==> src/rtl/config_buf_ctrl_pkg.sv <==
// Shared types and constants for the config menu tile-buffer write controller.
package config_pkg;
    localparam int COLS      = 40;
    localparam int ROWS      = 23;
    localparam int NUM_CELLS = COLS * ROWS;
    localparam int H_ACTIVE  = 1280;
    localparam int V_ACTIVE  = 720;

    typedef enum logic {S_IDLE, S_CLEAR} ctrl_state_t;

    typedef struct packed {
        logic [9:0] addr;
        logic [7:0] data;
    } cell_wr_t;
endpackage

==> src/rtl/config_buf_ctrl_if.sv <==
// Host cell-write handshake plus tile-buffer write port.
interface config_buf_ctrl_if;
    logic       wr_valid_in;
    logic       wr_ready_out;
    logic [5:0] wr_col_in;
    logic [4:0] wr_row_in;
    logic [7:0] wr_data_in;
    logic       wr_err_out;
    logic       buf_we_out;
    logic [9:0] buf_write_addr_out;
    logic [7:0] buf_write_data_out;

    modport ctrl (
        input  wr_valid_in, wr_col_in, wr_row_in, wr_data_in,
        output wr_ready_out, wr_err_out, buf_we_out, buf_write_addr_out, buf_write_data_out
    );
    modport tb (
        output wr_valid_in, wr_col_in, wr_row_in, wr_data_in,
        input  wr_ready_out, wr_err_out, buf_we_out, buf_write_addr_out, buf_write_data_out
    );
endinterface

==> src/rtl/config_buf_ctrl_fifo.sv <==
// Small synchronous FIFO holding pre-mapped host cell writes.
module config_wr_fifo
    import config_pkg::*;
#(
    parameter int DEPTH = 4
) (
    input  logic     clk_in,
    input  logic     rst_in,
    input  logic     push_i,
    input  cell_wr_t din_i,
    input  logic     pop_i,
    output cell_wr_t dout_o,
    output logic     full_o,
    output logic     empty_o
);
    localparam int AW = $clog2(DEPTH);

    cell_wr_t [DEPTH-1:0] mem_q;
    logic [AW-1:0] wptr_q, rptr_q;
    logic [AW:0]   cnt_q;
    logic          do_push, do_pop;

    assign full_o  = (cnt_q == (AW+1)'(DEPTH));
    assign empty_o = (cnt_q == '0);
    assign dout_o  = mem_q[rptr_q];
    assign do_push = push_i && !full_o;
    assign do_pop  = pop_i && !empty_o;

    always_ff @(posedge clk_in or negedge rst_in) begin
        if (!rst_in) begin
            wptr_q <= '0;
            rptr_q <= '0;
            cnt_q  <= '0;
        end else begin
            if (do_push) wptr_q <= wptr_q + AW'(1);
            if (do_pop)  rptr_q <= rptr_q + AW'(1);
            case ({do_push, do_pop})
                2'b10:   cnt_q <= cnt_q + (AW+1)'(1);
                2'b01:   cnt_q <= cnt_q - (AW+1)'(1);
                default: cnt_q <= cnt_q;
            endcase
        end
    end

    // Storage needs no reset; occupancy alone defines validity.
    always_ff @(posedge clk_in) begin
        if (do_push) mem_q[wptr_q] <= din_i;
    end
endmodule

==> src/rtl/config_buf_ctrl.sv <==
// Arbitrates the tile buffer write port between the bulk clear engine and host writes.
module config_buf_ctrl #(
    parameter int H_ACTIVE   = 1280,
    parameter int V_ACTIVE   = 720,
    parameter int COLS       = 40,
    parameter int ROWS       = 23,
    parameter int FIFO_DEPTH = 4,
    parameter bit BLANK_ONLY = 1'b1
) (
    input  logic        clk_in,
    input  logic        rst_in,
    input  logic [10:0] hcount_in,
    input  logic [9:0]  vcount_in,
    input  logic        clear_start_in,
    input  logic [7:0]  clear_value_in,
    output logic        clear_busy_out,
    output logic        clear_done_out,
    config_buf_ctrl_if.ctrl bus
);
    import config_pkg::*;

    localparam logic [9:0] V_ACT = 10'(V_ACTIVE);
    localparam logic [5:0] COLS6 = 6'(COLS);
    localparam logic [4:0] ROWS5 = 5'(ROWS);
    localparam logic [9:0] NCELL = 10'(COLS * ROWS);

    ctrl_state_t state_q, state_d;
    logic [9:0]  cnt_q, cnt_d;
    logic [7:0]  val_q, val_d;
    logic        we_q, we_d, busy_q, busy_d, done_q, done_d, err_q;
    logic [9:0]  addr_q, addr_d;
    logic [7:0]  data_q, data_d;

    logic       win, hs, in_range, pop, full, empty;
    logic [9:0] row10;
    cell_wr_t   push_cell, head;

    // Horizontal position does not gate writes; the whole blanking interval is usable.
    logic unused_hcount;
    assign unused_hcount = ^hcount_in;

    assign win      = !BLANK_ONLY || (vcount_in >= V_ACT);
    assign hs       = bus.wr_valid_in && !full;
    assign in_range = (bus.wr_col_in < COLS6) && (bus.wr_row_in < ROWS5);
    assign row10    = {5'b0, bus.wr_row_in};
    assign push_cell.addr = (row10 << 5) + (row10 << 3) + {4'b0, bus.wr_col_in};
    assign push_cell.data = bus.wr_data_in;

    config_wr_fifo #(.DEPTH(FIFO_DEPTH)) u_fifo (
        .clk_in  (clk_in),
        .rst_in  (rst_in),
        .push_i  (hs && in_range),
        .din_i   (push_cell),
        .pop_i   (pop),
        .dout_o  (head),
        .full_o  (full),
        .empty_o (empty)
    );

    always_comb begin
        state_d = state_q;
        cnt_d   = cnt_q;
        val_d   = val_q;
        we_d    = 1'b0;
        addr_d  = addr_q;
        data_d  = data_q;
        busy_d  = 1'b0;
        done_d  = 1'b0;
        pop     = 1'b0;
        case (state_q)
            S_IDLE: begin
                if (clear_start_in) begin
                    val_d   = clear_value_in;
                    cnt_d   = '0;
                    busy_d  = 1'b1;
                    state_d = S_CLEAR;
                end else if (win && !empty) begin
                    pop    = 1'b1;
                    we_d   = 1'b1;
                    addr_d = head.addr;
                    data_d = head.data;
                end
            end
            S_CLEAR: begin
                // Counter reaching NCELL means the last cell went out the previous cycle.
                if (cnt_q == NCELL) begin
                    done_d  = 1'b1;
                    state_d = S_IDLE;
                end else begin
                    busy_d = 1'b1;
                    if (win) begin
                        we_d   = 1'b1;
                        addr_d = cnt_q;
                        data_d = val_q;
                        cnt_d  = cnt_q + 10'd1;
                    end
                end
            end
            default: state_d = S_IDLE;
        endcase
    end

    always_ff @(posedge clk_in or negedge rst_in) begin
        if (!rst_in) begin
            state_q <= S_IDLE;
            cnt_q   <= '0;
            val_q   <= '0;
            we_q    <= 1'b0;
            addr_q  <= '0;
            data_q  <= '0;
            busy_q  <= 1'b0;
            done_q  <= 1'b0;
            err_q   <= 1'b0;
        end else begin
            state_q <= state_d;
            cnt_q   <= cnt_d;
            val_q   <= val_d;
            we_q    <= we_d;
            addr_q  <= addr_d;
            data_q  <= data_d;
            busy_q  <= busy_d;
            done_q  <= done_d;
            err_q   <= hs && !in_range;
        end
    end

    assign clear_busy_out         = busy_q;
    assign clear_done_out         = done_q;
    assign bus.wr_ready_out       = !full;
    assign bus.wr_err_out         = err_q;
    assign bus.buf_we_out         = we_q;
    assign bus.buf_write_addr_out = addr_q;
    assign bus.buf_write_data_out = data_q;
endmodule

==> src/flat_wrapper.sv <==
// flat-port wrapper written by rule: the top's interface ports become plain ports
module config_buf_ctrl_flat import config_pkg::*;
#(
    parameter int H_ACTIVE   = 1280,
    parameter int V_ACTIVE   = 720,
    parameter int COLS       = 40,
    parameter int ROWS       = 23,
    parameter int FIFO_DEPTH = 4,
    parameter bit BLANK_ONLY = 1'b1
)
  (clk_in, rst_in, hcount_in, vcount_in, clear_start_in, clear_value_in, clear_busy_out, clear_done_out, bus_wr_valid_in, bus_wr_col_in, bus_wr_row_in, bus_wr_data_in, bus_wr_ready_out, bus_wr_err_out, bus_buf_we_out, bus_buf_write_addr_out, bus_buf_write_data_out);
  config_buf_ctrl_if bus_i ();
  input  logic clk_in;
  input  logic rst_in;
  input  logic [10:0] hcount_in;
  input  logic [9:0] vcount_in;
  input  logic clear_start_in;
  input  logic [7:0] clear_value_in;
  output logic clear_busy_out;
  output logic clear_done_out;
  input wire logic [$bits(bus_i.wr_valid_in)-1:0] bus_wr_valid_in;
  input wire logic [$bits(bus_i.wr_col_in)-1:0] bus_wr_col_in;
  input wire logic [$bits(bus_i.wr_row_in)-1:0] bus_wr_row_in;
  input wire logic [$bits(bus_i.wr_data_in)-1:0] bus_wr_data_in;
  output wire logic [$bits(bus_i.wr_ready_out)-1:0] bus_wr_ready_out;
  output wire logic [$bits(bus_i.wr_err_out)-1:0] bus_wr_err_out;
  output wire logic [$bits(bus_i.buf_we_out)-1:0] bus_buf_we_out;
  output wire logic [$bits(bus_i.buf_write_addr_out)-1:0] bus_buf_write_addr_out;
  output wire logic [$bits(bus_i.buf_write_data_out)-1:0] bus_buf_write_data_out;
  assign bus_i.wr_valid_in = bus_wr_valid_in;
  assign bus_i.wr_col_in = bus_wr_col_in;
  assign bus_i.wr_row_in = bus_wr_row_in;
  assign bus_i.wr_data_in = bus_wr_data_in;
  assign bus_wr_ready_out = bus_i.wr_ready_out;
  assign bus_wr_err_out = bus_i.wr_err_out;
  assign bus_buf_we_out = bus_i.buf_we_out;
  assign bus_buf_write_addr_out = bus_i.buf_write_addr_out;
  assign bus_buf_write_data_out = bus_i.buf_write_data_out;
  config_buf_ctrl #(.H_ACTIVE(H_ACTIVE), .V_ACTIVE(V_ACTIVE), .COLS(COLS), .ROWS(ROWS), .FIFO_DEPTH(FIFO_DEPTH), .BLANK_ONLY(BLANK_ONLY)) u_core (.clk_in(clk_in), .rst_in(rst_in), .hcount_in(hcount_in), .vcount_in(vcount_in), .clear_start_in(clear_start_in), .clear_value_in(clear_value_in), .clear_busy_out(clear_busy_out), .clear_done_out(clear_done_out), .bus(bus_i));
endmodule
==> config.mk <==
export PLATFORM = sky130hd
export DESIGN_NAME = config_buf_ctrl_flat
export DESIGN_NICKNAME = d
export VERILOG_FILES = /design/src/rtl/config_buf_ctrl_pkg.sv /design/src/rtl/config_buf_ctrl_if.sv /design/src/rtl/config_buf_ctrl_fifo.sv /design/src/rtl/config_buf_ctrl.sv /design/src/flat_wrapper.sv
export SDC_FILE = /design/constraint.sdc
export NUM_CORES = 1
export LEC_CHECK = 0
export BUFFER_PORTS_ARGS = -buffer_cell sky130_fd_sc_hd__buf_4
export CORE_MARGIN = 3
export CORE_UTILIZATION = 40
export DETAILED_ROUTE_END_ITERATION = 16
export GPL_ROUTABILITY_DRIVEN = 0
export SYNTH_ARGS = -nofsm -noshare
export SYNTH_HDL_FRONTEND = slang
export SYNTH_SLANG_ARGS = --single-unit
==> constraint.sdc <==
create_clock -name clk_in -period 2.5 [get_ports clk_in]
set_input_delay 0.25 -clock clk_in [delete_from_list [all_inputs] [get_ports clk_in]]
set_output_delay 0.25 -clock clk_in [all_outputs]
set_load 0.01 [all_outputs]
==> metrics.csv, run 1 <==
metric,value,unit
status,completed,
CTS tree,yes,
clk_lat worst skew,0.41,ns
GR Util met2,0.237,
fill cell count,1104,
routed vias,2912,
"Slowest-stage cell, CP",or4_1,
Worst slew margin,0.596,
met1 Usage GRT,0.199,
multi-input combinational cell area,0.00178,mm2
first-pass GRT wire length,16300,um
Sink Count,119,
Avg Inst Size Synth,16.6,um2
RSZ-0062 raised after global routing,false,
gr busiest metal,met2,
fin nets,467,
Post-Layout Inst Area,0.00650,mm2
number of synthesized flops with an enable pin,72,
critical path startpoint,u_core.cnt_q[0],
Post-Syn Nets,388,
commonest register cell after synthesis,edfxtp_1,
CP max stage delay,0.60,ns
clk slew on worst S/H paths,0.06,ns
Worst VDD drop,0.442,mV
period utilization,0.920,
Mapped Cells,317,
Tmin final,2.30,ns
Worst Path Required,2.79,ns
largest net degree at the start of global routing,48,
slack of the worst reg-to-reg path,0.20,ns
pwr/cell area,888,mW/mm2
die width,121,um
synth unique cells,49,
CP Buf/Inv Count,2,
post-DR wirelength/cell,17.4,um
TNS Setup,0,ns
Die Y,121,um
fmax,435,MHz
Max clock buf depth,2,
"count leader, synth",edfxtp_1,
crit end category,flip-flop,
initial antenna violation count,0,
CP Depth,7,
FF-to-FF path depth,7,
Area after DPL,0.00594,mm2
reg2reg start,u_core.cnt_q[0],
Slew @ Worst Pin,0.605,ns
number of CTS-inserted buffers,17,
post-route ant nets,0,
area grow syn2layout,23.9,%
Inserted Diodes,0,
grt total ovfl,0,
CP cell instances,"inv_1, ha_1, nand4b_1, or4_1, a31o_1, buf_4, mux2_4",
synth top area cells,"edfxtp_1 41%, dfrtp_1 22%, mux4_2 7.7%, mux2_2 7.3%, ha_1 3.8%",
Core ar.,0.0127,mm2
"CP delay by family, top",simple AND/OR/NAND/NOR gates,
async set-or-reset flop fraction in the synthesized netlist,0.395,
post_cts resized,0,
CP Launch Type,flip-flop,
# setup viols final,0,
share of cells above drive strength 1,0.411,
Yosys top cell by area,edfxtp_1,
Starting Density,0.413,
top cell type's share of synthesized area,0.412,
GR Layer Usage met3,0.0370,
Max Cap Viol,0,
post-synthesis sequential area ratio,0.636,
Hold Crit Class,primary input to flip-flop,
Leakage,2.61,nW
total number of yosys warnings,0,
clk_skew,0.00895,ns
Die ar.,0.0145,mm2
HPWL Detailed,6750,um
flip-flop and latch area,0.00334,mm2
final WL,10100,um
crit-path max FO,13,
I/O Pins,75,
Buffers on Ports,59,
reg-to-reg endpoint,u_core.bus.buf_write_data_out[1],
H-tree depth,4,
Fin Hold WS,0.0348,ns
cell area after synthesis,0.00525,mm2
Yosys reg bits,119,
vias per inst,5.01,
Critical Path AT,2.59,ns
crit path to,u_core.bus.buf_write_data_out[1],
cell row count,41,
Hold Fails Final Rpt,0,
Initial DRC Count,156,
TritonRoute pass-1 iters,4,
clock root buffer,clkbuf_16,
drt drc,0,
Final Max Slew Viols,0,
Crit Path Category,flip-flop to flip-flop,
Total GRT Usage,0.152,
Post-synth top cells,"72 x edfxtp_1, 47 x dfrtp_1, 34 x mux2_2",
vias in the first global route,3053,
-- kinds of logic after synthesis --
kind of cell,count (synthesis),synth area share
buffers and inverters,28,0.0250
DFF,119,0.636
adders and majority gates,19,0.0496
and+or+nand+nor,44,0.0458
xor gates and xnor gates,14,0.0234
AOI/OAI and AO/OA,31,0.0424
muxes,62,0.178
-- per-layer routing --
layer	wire [um]	vias to the layer above
met3	305	19
met2	4920	55
met1	4660	1463
li1	-	1375
met5	0	-
met4	207	0
-- sequential cells by signal, summed over array words and instances (netlist names) --
signal                         flops
u_core.bus.buf_we_out              1
u_core.bus.buf_write_addr_out     10
u_core.bus.buf_write_data_out      8
u_core.bus.wr_err_out              1
u_core.clear_done_out              1
u_core.cnt_q                      10
u_core.state_q                     1
u_core.u_fifo.cnt_q                3
u_core.u_fifo.mem_q               72
u_core.u_fifo.rptr_q               2
u_core.u_fifo.wptr_q               2
u_core.val_q                       8
-- worst register-to-register path: cells and delay by family, from the launching register on --
kind / cells / cell delay (ns)
DFF: 1 / 0.42
AOI/OAI and AO/OA: 1 / 0.28
muxes: 1 / 0.32
adders and majority gates: 1 / 0.15
buffers and inverters: 2 / 0.31
and+or+nand+nor: 2 / 0.69
-- through the flow --
step	util	instances	worst slack [ns]	power, W
floorplan	-	317	0.321	0.00317
global placement	0.467	548	0.138	0.00355
detailed placement	0.467	548	0.0729	0.00359
CTS	0.511	581	0.216	0.00587
global route	0.511	581	0.111	0.00608
finish	0.511	581	0.201	0.00577
-- timing repair --
item / 4_1_cts / 5_1_grt
setup buffers: 0 / 0
hold buffers: 1 / 0
hold endpoints to repair: 47 / 0
-- how the worst min path moves through the flow --
stage | endpoint | slack, ns | depth (start not counted) | startpoint
final | u_core.u_fifo.mem_q[55] | 0.03 | 1 | bus_wr_data_in[1]
after global placement | u_core.bus.buf_write_addr_out[6] | 0.31 | 1 | rst_in
after floorplan | u_core.bus.buf_we_out | -0.05 | 0 | rst_in
after global routing | u_core.u_fifo.mem_q[55] | 0.02 | 1 | bus_wr_data_in[1]
after CTS | u_core.u_fifo.mem_q[57] | 0.02 | 1 | bus_wr_data_in[3]
after detailed placement | u_core.u_fifo.cnt_q[1] | 0.31 | 1 | rst_in
-- layout by cell type (no fill, tap or decap), drive strengths merged, types with 2 or more instances in the layout --
master and instances:
clkbuf 18, clkinvlp 4, and2 6, inv 19, or4b 2, mux4 18, nand3 2, fa 3
edfxtp 72, clkinv 6, xnor2 7, a21oi 5, or4 2, nand4 3, dfrtp 47, o21ai 5
buf 71, and4 2, a21o 2, nand2 6, o2111ai 3, ha 16, a31oi 3, mux2 43
nor2 14, o211ai 3, nor3 2, xor2 7
-- where the power goes --
part           switching (W)  internal, W  leakage, nW
sequential          0.000164      0.00241         1.24
clock               0.000874      0.00137        0.261
combinational       0.000465     0.000489         1.11
total                0.00150      0.00427         2.61
-- layout make-up --
cell class                      count  share of cell area
Clock buffer                       18              0.0660
Clock inverter                     14              0.0194
Inverter                           16             0.00923
Multi-Input combinational cell    170               0.274
Sequential cell                   119               0.513
Tap cell                          172              0.0331
Timing Repair Buffer               72              0.0854
No activity file was read; power rests on OpenSTA's default activity.
==> inputs of run 2 (changes only) <==
--- a/config.mk
+++ b/config.mk
@@ -6,10 +6,12 @@
 export NUM_CORES = 1
 export LEC_CHECK = 0
 export BUFFER_PORTS_ARGS = -buffer_cell sky130_fd_sc_hd__buf_4
+export CAP_MARGIN = 20
 export CORE_MARGIN = 3
 export CORE_UTILIZATION = 40
 export DETAILED_ROUTE_END_ITERATION = 16
 export GPL_ROUTABILITY_DRIVEN = 0
+export RECOVER_POWER = 25
 export SYNTH_ARGS = -nofsm -noshare
 export SYNTH_HDL_FRONTEND = slang
 export SYNTH_SLANG_ARGS = --single-unit
==> metrics.csv, run 2 (same netlist as run 1, synthesis figures left out) <==
metric,value,unit
fmax,435,MHz
clk_lat worst skew,0.41,ns
CP Depth,7,
crit path to,u_core.bus.buf_write_data_out[1],
Worst Path Required,2.79,ns
# hold bufs at CTS,1,
switch share,0.261,
pre-CTS setup slack,0.0729,ns
FF-to-FF path depth,7,
max FFs per register,72,
reg2reg start,u_core.cnt_q[0],
die width,121,um
CTS tree,yes,
vias in the first global route,3053,
CP cell instances,"inv_1, ha_1, nand4b_1, or4_1, a31o_1, buf_4, mux2_4",
GR Layer Usage met3,0.0370,
Post-CTS Setup Bufs,0,
NetSw,0.00150,W
clk_skew,0.00895,ns
Initial DRC Count,157,
Worst slew margin,0.213,
CP max stage delay,0.60,ns
first-pass GRT wire length,16300,um
"CP delay by family, top",simple AND/OR/NAND/NOR gates,
Hold Fails Final Rpt,0,
Post-Layout Inst Area,0.00645,mm2
CP Buf/Inv Count,2,
Slew @ Worst Pin,1.18,ns
crit end category,flip-flop,
grt total ovfl,0,
Final Max Slew Viols,0,
vias per inst,5.01,
Crit Path Category,flip-flop to flip-flop,
drt drc,0,
largest net degree at the start of global routing,48,
Total GRT Usage,0.152,
gr busiest metal,met2,
fin nets,467,
Critical Path AT,2.59,ns
area grow syn2layout,22.9,%
period utilization,0.920,
# setup viols final,0,
"commonest non-fill, non-tap cell in the layout",edfxtp_1,
Finished Layout Cells,581,
TritonRoute pass-1 iters,4,
Die Y,121,um
most frequent cells in the layout,"72 x edfxtp_1, 56 x buf_4, 47 x dfrtp_1",
I/O Pins,75,
reg-to-reg endpoint,u_core.bus.buf_write_data_out[1],
crit-path max FO,13,
status,completed,
CP Launch Type,flip-flop,
Starting Density,0.413,
pwr/cell area,893,mW/mm2
Worst VDD drop,0.442,mV
number of CTS-inserted buffers,17,
post-DR wirelength/cell,17.4,um
H-tree depth,4,
overall power,0.00576,W
Leakage,2.56,nW
register share of total power,0.447,
slack of the worst reg-to-reg path,0.20,ns
TNS Setup,0,ns
HPWL Detailed,6750,um
Internal,0.00426,W
Hold Crit Class,primary input to flip-flop,
GR Util met2,0.237,
clk slew on worst S/H paths,0.06,ns
worst hold path cell count,3,
clock share of power,0.389,
Inserted Diodes,0,
Tmin final,2.30,ns
post_cts resized,0,
met1 Usage GRT,0.199,
"Slowest-stage cell, CP",or4_1,
Die ar.,0.0145,mm2
Sink Count,119,
final setup margin,0.200,ns
routed vias,2908,
initial antenna violation count,0,
critical path startpoint,u_core.cnt_q[0],
dpl cells,548,
final WL,10100,um
Buffers on Ports,59,
Top reg by flops,u_core.u_fifo.mem_q,
Comb pwr share,0.164,
Max Cap Viol,0,
RSZ-0062 raised after global routing,false,
post-route ant nets,0,
cell row count,41,
clock root buffer,clkbuf_16,
Max clock buf depth,2,
Core ar.,0.0127,mm2
share of cells above drive strength 1,0.379,
Area after DPL,0.00594,mm2
[run 2: cell count changes in the layout (fill, tap and decap cells not counted)]
cell and delta:
buf_4 -14, clkbuf_2 +1, clkbuf_1 +13
[run 2: worst min-delay path by stage]
stage	startpoint	to
after floorplan	rst_in	u_core.bus.buf_we_out
after global placement	rst_in	u_core.bus.buf_write_addr_out[6]
after detailed placement	rst_in	u_core.u_fifo.cnt_q[1]
after CTS	bus_wr_data_in[3]	u_core.u_fifo.mem_q[57]
after global routing	bus_wr_valid_in	u_core.bus.wr_err_out
final	bus_wr_valid_in	u_core.bus.wr_err_out
[run 2: worst min-delay path, delay by kind of cell]
kind,cells,cell delay [ns]
AND/OR/NAND/NOR,2,0.08
buffers and inverters,1,0.11
[run 2: layout make-up]
class / count / area (um2)
clock buffers: 18 / 429
repair buffers: 72 / 504
well taps: 172 / 215
fillers: 1110 / 6270
inverters: 16 / 60.1
flip-flops and latches: 119 / 3340
multi-input cells: 170 / 1780
clock inverters: 14 / 126
[run 2: metal layers]
metal | share of wire | vias to the layer above
met1 | 0.46 | 1459
li1 | - | 1375
met2 | 0.49 | 55
met4 | 0.020 | 0
met5 | 0 | -
met3 | 0.030 | 19
[run 2: through the flow]
step	hold WS, ns	util
finish	0.0639	0.507
global route	0.0490	0.507
CTS	0.0156	0.511
detailed placement	0.315	0.467
global placement	0.307	0.467
floorplan	-0.0456	-
[run 2: power groups by stage]
| stage | combinational [W] | clock [W] | sequential (W) |
|---|---|---|---|
| after floorplan | 0.000570 | 0 | 0.00260 |
| after global placement | 0.000950 | 0 | 0.00260 |
| after detailed placement | 0.000969 | 0 | 0.00262 |
| after CTS | 0.000975 | 0.00231 | 0.00258 |
| after global routing | 0.00105 | 0.00240 | 0.00262 |
| final | 0.000945 | 0.00224 | 0.00258 |
==> inputs of run 3 (changes only) <==
--- a/config.mk
+++ b/config.mk
@@ -5,6 +5,7 @@
 export SDC_FILE = /design/constraint.sdc
 export NUM_CORES = 1
 export LEC_CHECK = 0
+export ABC_AREA = 1
 export BUFFER_PORTS_ARGS = -buffer_cell sky130_fd_sc_hd__buf_4
 export CAP_MARGIN = 20
 export CORE_MARGIN = 3
==> metrics.csv, run 3 <==
metric,value,unit
status,completed,
met1 Usage GRT,0.210,
post-route ant nets,0,
period utilization,0.846,
routed vias,3937,
most frequent cells in the layout,"175 x nand2_1, 91 x nand3_1, 72 x edfxtp_1",
GR Layer Usage met3,0.0535,
cell row count,42,
Post-CTS Setup Bufs,0,
CP cell instances,"inv_1, nand3_1, and2_1, nand3_2, ha_1, inv_1, fa_1, a21oi_1, o21ai_0, xor2_1",
number of synthesized flops with an enable pin,72,
vias in the first global route,3932,
final WL,11900,um
TritonRoute pass-1 iters,5,
Slew @ Worst Pin,1.24,ns
fmax,473,MHz
Max Cap Viol,0,
async set-or-reset flop fraction in the synthesized netlist,0.395,
Area after DPL,0.00612,mm2
Buffers on Ports,59,
top cell type's share of synthesized area,0.395,
share of cells above drive strength 1,0.165,
clock root buffer,clkbuf_16,
Tmin final,2.12,ns
synth unique cells,32,
first-pass GRT wire length,19300,um
H-tree depth,4,
Worst VDD drop,0.473,mV
Top reg by flops,u_core.u_fifo.mem_q,
crit-path max FO,8,
number of CTS-inserted buffers,17,
Hold Crit Class,primary input to flip-flop,
Inserted Diodes,0,
Starting Density,0.412,
Worst Path Required,2.79,ns
CP Launch Type,flip-flop,
final setup margin,0.384,ns
Worst slew margin,0.174,
crit end category,flip-flop,
"count leader, synth",nand2_1,
Total GRT Usage,0.168,
grt total ovfl,0,
Crit Path Category,flip-flop to flip-flop,
Die Y,123,um
GR Util met2,0.280,
critical path's most frequent cell,inv_1,
drt drc,0,
Core ar.,0.0133,mm2
initial antenna violation count,0,
Max clock buf depth,2,
"Slowest-stage cell, CP",fa_1,
TNS Setup,0,ns
pre-CTS setup slack,0.345,ns
die width,123,um
post_cts resized,0,
max FFs per register,72,
post-DR wirelength/cell,14.8,um
synth top area cells,"edfxtp_1 39%, dfrtp_1 21%, nand2_1 12%, nand3_1 8.3%, ha_1 3.7%",
Yosys top cell by area,edfxtp_1,
clk_lat worst skew,0.41,ns
final core occ,0.503,
commonest register cell after synthesis,edfxtp_1,
clk slew on worst S/H paths,0.05,ns
area grow syn2layout,22.2,%
Critical Path AT,2.40,ns
I/O Pins,75,
Hold Fails Final Rpt,0,
gr busiest metal,met2,
cell area after synthesis,0.00548,mm2
Post-Syn Nets,613,
clk_skew,0.00821,ns
CP Buf/Inv Count,2,
Avg Inst Size Synth,10.1,um2
# setup viols final,0,
Mapped Cells,542,
Leakage,2.99,nW
Final Max Slew Viols,0,
Post-synth top cells,"175 x nand2_1, 91 x nand3_1, 72 x edfxtp_1",
total number of yosys warnings,0,
pwr/cell area,882,mW/mm2
largest net degree at the start of global routing,48,
post-synthesis sequential area ratio,0.609,
"commonest non-fill, non-tap cell in the layout",nand2_1,
CTS tree,yes,
Post-Layout Inst Area,0.00669,mm2
Die ar.,0.0151,mm2
RSZ-0062 raised after global routing,false,
"CP delay by family, top",adder cells,
CP max stage delay,0.44,ns
Initial DRC Count,302,
Sink Count,119,
fin nets,681,
Yosys reg bits,119,
fill cell count,1232,
vias per inst,4.93,
HPWL Detailed,7600,um
[run 3: cell types whose count changed in the layout (fill, tap and decap cells not counted), moves of 11 or more]
cell     delta
inv_1      +15
nor2_1     +11
nand3_1    +89
nand2_1   +169
mux4_2     -18
mux2_2     -26
[run 3: repair_timing]
item	in CTS	in global routing
hold buffers	1	0
endpoints found under the hold margin	47	0
setup endpoints to repair	0	0
[run 3: cell type report]
type                            count  area [um2]  area share
Sequential cell                   119        3340       0.499
Multi-Input combinational cell    368        1900       0.284
Timing Repair Buffer               71         497      0.0742
Clock buffer                       18         429      0.0641
Tap cell                          176         220      0.0329
Clock inverter                     14         181      0.0271
Inverter                           33         124      0.0185
[run 3: metal layers]
metal	up-vias	part of all wire
met4	0	0.0031
met5	-	0
met3	2	0.046
met2	79	0.50
li1	1961	-
met1	1895	0.45
[run 3: kinds of logic after synthesis]
kind of cell               Yosys count  share of synthesized area
buffers and inverters               55                     0.0432
adders and majority gates           19                     0.0475
muxes                                8                     0.0164
xor gates and xnor gates            13                     0.0208
and+or+nand+nor                    307                      0.243
DFF                                119                      0.609
AOI/OAI and AO/OA                   21                     0.0203
[run 3: power by group]
group          internal [W]  switching (W)  leakage [nW]
sequential          0.00237       0.000144          1.26
clock               0.00166       0.000844         0.301
combinational      0.000362       0.000527          1.43
[run 3: worst reg2reg max path: stages, from the launching register on]
cell and delay [ns]:
dfrtp_1 0.39, inv_1 0.11, nand3_1 0.10, and2_1 0.17, nand3_2 0.14, ha_1 0.17
inv_1 0.07, fa_1 0.44, a21oi_1 0.15, o21ai_0 0.11, xor2_1 0.15
[run 3: per-stage QoR]
step	hold slack (ns)	cells	total power, W
2_1_floorplan	-0.0456	542	0.00311
3_3_place_gp	0.315	766	0.00343
3_5_place_dp	0.317	766	0.00346
4_1_cts	0.0190	799	0.00599
5_1_grt	0.0496	799	0.00622
6_report	0.0722	799	0.00591
[run 3: path summary, 6_finish.rpt]
| check | from | endpoint | slack [ns] | cells after the start |
|---|---|---|---|---|
| hold reg to reg | u_core.u_fifo.cnt_q[0] | u_core.u_fifo.cnt_q[0] | 0.48 | 1 |
| hold / removal | clear_value_in[7] | u_core.val_q[7] | 0.07 | 2 |
| setup reg to reg | u_core.u_fifo.cnt_q[0] | u_core.u_fifo.cnt_q[2] | 0.38 | 10 |
| setup / recovery | u_core.u_fifo.cnt_q[0] | u_core.u_fifo.cnt_q[2] | 0.38 | 10 |
| max in group asynchronous | rst_in | u_core.u_fifo.cnt_q[0] | 1.11 | 2 |
| min in group asynchronous | rst_in | u_core.cnt_q[4] | 0.64 | 2 |
